`src/rtl/upx_defs.sv`:
```
`default_nettype none
`timescale 1ns/1ps
// ============================================================================
//  upx_defs : shared state encodings, requester indices and helpers
//  Rev 1.0  : initial release
// ============================================================================
package upx_defs;

    localparam logic [1:0] ST_IDLE  = 2'b00;
    localparam logic [1:0] ST_GRANT = 2'b01;
    localparam logic [1:0] ST_TURN  = 2'b10;

    localparam logic [1:0] REQ_CPU = 2'd0;
    localparam logic [1:0] REQ_DMA = 2'd1;
    localparam logic [1:0] REQ_IO  = 2'd2;
    localparam logic [1:0] REQ_DBG = 2'd3;

    function automatic logic [3:0] onehot4(input logic [1:0] idx);
        onehot4 = 4'b0001 << idx;
    endfunction

endpackage
`default_nettype wire

```
`src/rtl/rr_pick4.sv`:
```
`default_nettype none
`timescale 1ns/1ps
// ============================================================================
//  rr_pick4 : combinational round-robin picker, searches upward from ptr+1
//  Rev 1.0  : initial release
// ============================================================================
module rr_pick4 (
    input  logic [3:0] req,
    input  logic [1:0] ptr,
    output logic [1:0] win,
    output logic       any
);

    logic [1:0] w_idx;

    // Walk from lowest to highest priority so the last hit (ptr+1) wins.
    always_comb begin
        win   = ptr;
        any   = 1'b0;
        w_idx = 2'b00;
        for (int k = 4; k >= 1; k--) begin
            w_idx = ptr + k[1:0];
            if (req[w_idx]) begin
                win = w_idx;
                any = 1'b1;
            end
        end
    end

endmodule
`default_nettype wire

```
`src/rtl/bus_arbiter4.sv`:
```
`default_nettype none
`timescale 1ns/1ps
// ============================================================================
//  bus_arbiter4 : round-robin tristate bus arbiter with turnaround and hold limit
//  Rev 1.0      : initial release
// ============================================================================
module bus_arbiter4
    import upx_defs::*;
#(
    parameter int MAX_HOLD = 8,
    parameter int TURN_CYC = 1
) (
    input  logic       clk,
    input  logic       rst_n,
    input  logic [3:0] req,
    output logic [3:0] gnt,
    output logic [1:0] sel,
    output logic       bus_en,
    output logic       busy
);

    localparam logic [7:0] c_hold_last = 8'(MAX_HOLD - 1);
    localparam logic [7:0] c_hold_max  = 8'(MAX_HOLD);
    localparam logic [1:0] c_turn_last = 2'(TURN_CYC - 1);

    logic [1:0] r_state;
    logic [1:0] r_ptr;
    logic [1:0] r_turn_cnt;
    logic [7:0] r_hold_cnt;

    logic [1:0] w_win;
    logic       w_any;
    logic       w_own_req;
    logic       w_others;
    logic       w_release;
    logic       w_arb;

    rr_pick4 u_pick (
        .req (req),
        .ptr (r_ptr),
        .win (w_win),
        .any (w_any)
    );

    // gnt is one-hot at the owner while in GRANT, so it masks the owner out.
    // A saturated hold count still counts as having reached the limit.
    assign w_own_req = req[sel];
    assign w_others  = |(req & ~gnt);
    assign w_release = !w_own_req || ((r_hold_cnt >= c_hold_last) && w_others);
    assign w_arb     = (r_state == ST_IDLE) ||
                       ((r_state == ST_TURN) && (r_turn_cnt == c_turn_last));

    always_ff @(posedge clk or negedge rst_n) begin
        if (!rst_n) begin
            r_state    <= ST_IDLE;
            r_ptr      <= REQ_DBG;
            r_turn_cnt <= 2'd0;
            r_hold_cnt <= 8'd0;
            gnt        <= 4'b0000;
            sel        <= 2'b00;
            bus_en     <= 1'b0;
            busy       <= 1'b0;
        end else if (w_arb && w_any) begin
            r_state    <= ST_GRANT;
            r_ptr      <= w_win;
            r_hold_cnt <= 8'd0;
            gnt        <= onehot4(w_win);
            sel        <= w_win;
            bus_en     <= 1'b1;
            busy       <= 1'b1;
        end else begin
            case (r_state)
                ST_GRANT: begin
                    if (w_release) begin
                        r_state    <= ST_TURN;
                        r_turn_cnt <= 2'd0;
                        gnt        <= 4'b0000;
                        bus_en     <= 1'b0;
                    end else if (r_hold_cnt != c_hold_max) begin
                        r_hold_cnt <= r_hold_cnt + 8'd1;
                    end
                end
                ST_TURN: begin
                    if (r_turn_cnt == c_turn_last) begin
                        r_state <= ST_IDLE;
                        busy    <= 1'b0;
                    end else begin
                        r_turn_cnt <= r_turn_cnt + 2'd1;
                    end
                end
                ST_IDLE: begin
                    busy <= 1'b0;
                end
                default: begin
                    r_state <= ST_IDLE;
                    gnt     <= 4'b0000;
                    bus_en  <= 1'b0;
                    busy    <= 1'b0;
                end
            endcase
        end
    end

endmodule
`default_nettype wire
```
`config.mk`:
```
export PLATFORM = sky130hd
export DESIGN_NAME = bus_arbiter4
export DESIGN_NICKNAME = d
export VERILOG_FILES = /design/src/rtl/upx_defs.sv /design/src/rtl/rr_pick4.sv /design/src/rtl/bus_arbiter4.sv
export SDC_FILE = /design/constraint.sdc
export NUM_CORES = 1
export LEC_CHECK = 0
export ABC_AREA = 1
export CAP_MARGIN = 20
export CORE_ASPECT_RATIO = 1.5
export CORE_UTILIZATION = 60
export DETAILED_ROUTE_END_ITERATION = 6
export PLACE_DENSITY = 0.83
export SLEW_MARGIN = 5
export SYNTH_ARGS = -nofsm -noshare
export SYNTH_HDL_FRONTEND = slang
export SYNTH_SLANG_ARGS = --single-unit
```
`constraint.sdc`:
```
create_clock -name clk -period 2.7 [get_ports clk]
set_input_delay 0.405 -clock clk [delete_from_list [all_inputs] [get_ports clk]]
set_output_delay 0.405 -clock clk [all_outputs]
set_load 0.05 [all_outputs]
```
==> Flow_metrics.wiki <==
{| class="wikitable"
! Metric !! Value
|-
| Total negative slack || 0 ps
|-
| Critical Path Slowest Stage Cell || sky130_fd_sc_hd__clkdlybuf4s50_1
|-
| Setup violators final || 0
|-
| Clock Pin Slew Worst Setup and Hold Paths || 120 ps
|-
| Crit path required time || 2300 ps
|-
| Clock skew after layout || 2.40 ps
|-
| Post-route antenna net violation count || 0
|-
| Diode count || 0
|-
| Maximum number of pins on one net before global-route repair || 23
|-
| CTS Buf Count || 3
|-
| Length of the first detailed-routing pass in iterations || 4
|-
| Via count normalized by instance count || 5.57
|-
| Timing startpoint of the critical path || sel[0]
|-
| Delay-heaviest family, CP || buffers and inverters
|-
| Data arrival time at the worst-slack endpoint || 1600 ps
|-
| Crit path time final || 2010 ps
|-
| CP Launch Type || flop
|-
| Total overflow reported by the global router || 0
|-
| Maximum operating frequency || 0.498 GHz
|-
| Drt wl/cell || 13.2 µm
|-
| Wire length after detailed routing || 3120 µm
|-
| Synthesized flop and latch total || 22
|-
| Growth of design area from synthesis to finish || 13.1%
|-
| Post-Syn Instances || 198
|-
| Post-synthesis instance area || 0.00140 mm²
|-
| Number of buffer and inverter instances along the worst setup path || 1
|-
| Number of global-route vias before repair || 1,313
|-
| Number of buffers inserted by port buffering || 13
|-
| Portion of the clock cycle consumed by the worst path in the final layout || 74.4%
|-
| Highest net fanout along the worst path || 6
|-
| Post-CTS repair timing setup buffer count || 0
|-
| Status || finished clean
|-
| Warnings, synthesis || 0
|-
| Final Hold Vio Count || 0
|-
| Final instance area || 0.00158 mm²
|-
| Cell area after placement || 0.00155 mm²
|-
| Post-Synthesis Net Count || 207
|-
| Maximum vdd drop || 677 µV
|-
| RR Startpoint || r_hold_cnt[0]
|-
| Max Buffers Root-to-Sink || 2
|-
| Slew of the pin with the lowest slew margin || 522 ps
|-
| TritonCTS clock tree || built
|-
| HPWL Detailed || 2470 µm
|-
| Type of the setup path with the least slack || reg -> out
|-
| Cell variety after synth || 26
|-
| H-tree lvl count || 1
|-
| Sequential element share of the synthesized area || 39.5%
|-
| Number of DRC markers in iteration 0 || 32
|-
| Number of DRC violations after detailed routing || 0
|-
| # resized after CTS || 0
|-
| Hold buffers post-CTS || 0
|-
| Total power per unit cell area || 1170 mW/mm²
|-
| Ports || 14
|-
| Global-route wire length before repair || 5220 µm
|-
| Number of antenna violations at the first check in global routing || 0
|-
| Die area || 0.00253 mm²
|-
| Overall global routing resource usage || 27.2%
|-
| Weighted congestion at the end of routability-driven global placement || 0.876
|-
| Final net count || 224
|-
| CTS Root Buffer Type || sky130_fd_sc_hd__clkbuf_4
|-
| Crit path largest cell delay || 840 ps
|-
| Area taken by flip-flops and latches || 553 µm²
|-
| Type of element capturing the critical path || output pin
|-
| Die H || 61.1 µm
|-
| Flop-to-flop setup slack || 1040 ps
|-
| Total leakage power || 0.857 nW
|-
| Width of the die || 41.4 µm
|-
| Layout fillers || 180
|-
| Count of final max-slew check failures || 0
|-
| Cell-by-cell trace of the critical path || clkdlybuf4s50_1
|-
| Proportion of layout cells with a drive suffix above 1 || 12.6%
|-
| Area taken by multi-input logic gates || 736 µm²
|-
| Number of maximum-capacitance violations || 0
|-
| Slew headroom || 65.1%
|-
| Clk_lat worst skew || 310 ps
|-
| Min-Delay Path Class || in -> async
|-
| Starting density of the core || 63.4%
|-
| Core region area || 0.00221 mm²
|-
| Average cell area after synthesis || 7.06 µm²
|-
| Standard-cell row count || 21
|-
| RSZ-0062 raised after global routing || no
|-
| CTS Sinks || 22
|-
| Number of vias in the routed layout || 1,321
|}
## worst paths after layout
kind	endpoint	cells past startpoint
setup / recovery	sel[0]	1
min in group clk	busy	2
hold reg to reg	busy	2
hold / removal	r_hold_cnt[5]	2
max in group asynchronous	r_ptr[0]	2
setup reg to reg	r_hold_cnt[3]	9
## sequential cells by signal (all words and copies together), names as in the netlist
signal,flops
bus_en,1
busy,1
gnt,4
r_hold_cnt,8
r_ptr,2
r_state,2
r_turn_cnt,2
sel,2
## metal layers
| layer | vias to the layer above | global-route usage, % | routed length, µm |
|---|---|---|---|
| met5 | - | 0 | 0 |
| met4 | 0 | 18.0 | 130 |
| met3 | 13 | 2.64 | 81 |
| met2 | 29 | 53.6 | 1730 |
| met1 | 617 | 27.2 | 1180 |
| li1 | 662 | - | - |
## stage by stage
stage          worst slack [ps]  instances  utilization, %  hold slack [ps]  power (W)
2_1_floorplan              1200        198               -              109    0.00140
3_3_place_gp                791        233            70.1              453    0.00164
3_5_place_dp                793        233            70.1              457    0.00167
4_1_cts                     683        237            71.7              435    0.00185
5_1_grt                     622        237            71.7              461    0.00200
6_report                    690        237            71.7              422    0.00185
## cell usage after synthesis (all sizes together)
library cell	instances	area share [%]
buf	2	1.3
dfstp	2	3.8
nor2	18	5.0
nor3	2	1.1
xor2	1	0.63
nand2	82	25
a21o	1	1.1
nand4	5	2.2
dfrtp	20	36
o21ai	9	3.2
inv	23	6.5
xnor2	1	0.63
nor3b	2	1.1
a21oi	4	1.4
ha	3	2.7
nand3	22	8.6
o22ai	1	0.45
## kinds of logic (layout without fill, tap and decap cells)
| group | count (synthesis) | count (layout) | synth area share, % |
|---|---|---|---|
| DFF | 22 | 22 | 39.5 |
| adders and majority gates | 3 | 3 | 2.68 |
| buffers and inverters | 25 | 41 | 7.87 |
| xor gates and xnor gates | 2 | 2 | 1.25 |
| AOI/OAI and AO/OA | 15 | 15 | 6.17 |
| and+or+nand+nor | 131 | 131 | 42.5 |
## layout make-up
class	instances	area share, %
Clock buffer	4	2.29
Inverter	23	5.77
Multi-Input combinational cell	151	46.5
Sequential cell	22	34.9
Tap cell	23	1.82
Timing Repair Buffer	14	8.70
## cells in the final DEF (no fill, tap or decap), types with 2 or more instances in the layout
| cell | Yosys | layout |
|---|---|---|
| sky130_fd_sc_hd__dfrtp_1 | 20 | 20 |
| sky130_fd_sc_hd__inv_2 | 3 | 3 |
| sky130_fd_sc_hd__clkdlybuf4s50_1 | 0 | 13 |
| sky130_fd_sc_hd__a21oi_1 | 4 | 4 |
| sky130_fd_sc_hd__nor2_1 | 17 | 17 |
| sky130_fd_sc_hd__nand4_1 | 5 | 5 |
| sky130_fd_sc_hd__nand3_1 | 20 | 20 |
| sky130_fd_sc_hd__dfstp_2 | 2 | 2 |
| sky130_fd_sc_hd__inv_1 | 18 | 18 |
| sky130_fd_sc_hd__nor3b_1 | 2 | 2 |
| sky130_fd_sc_hd__ha_1 | 3 | 3 |
| sky130_fd_sc_hd__nand2_4 | 2 | 2 |
| sky130_fd_sc_hd__inv_4 | 2 | 2 |
| sky130_fd_sc_hd__nand2_2 | 8 | 8 |
| sky130_fd_sc_hd__o21ai_1 | 3 | 3 |
| sky130_fd_sc_hd__nand3_2 | 2 | 2 |
| sky130_fd_sc_hd__o21ai_0 | 6 | 6 |
| sky130_fd_sc_hd__nand2_1 | 72 | 72 |
| sky130_fd_sc_hd__clkbuf_4 | 0 | 3 |
## report_power, final
group          switching [W]  total (W)  internal (W)
Sequential          0.000114   0.000556      0.000442
Combinational       0.000761    0.00111      0.000348
Clock              0.0000998   0.000182     0.0000825
Power figures use the tool's default switching activity.
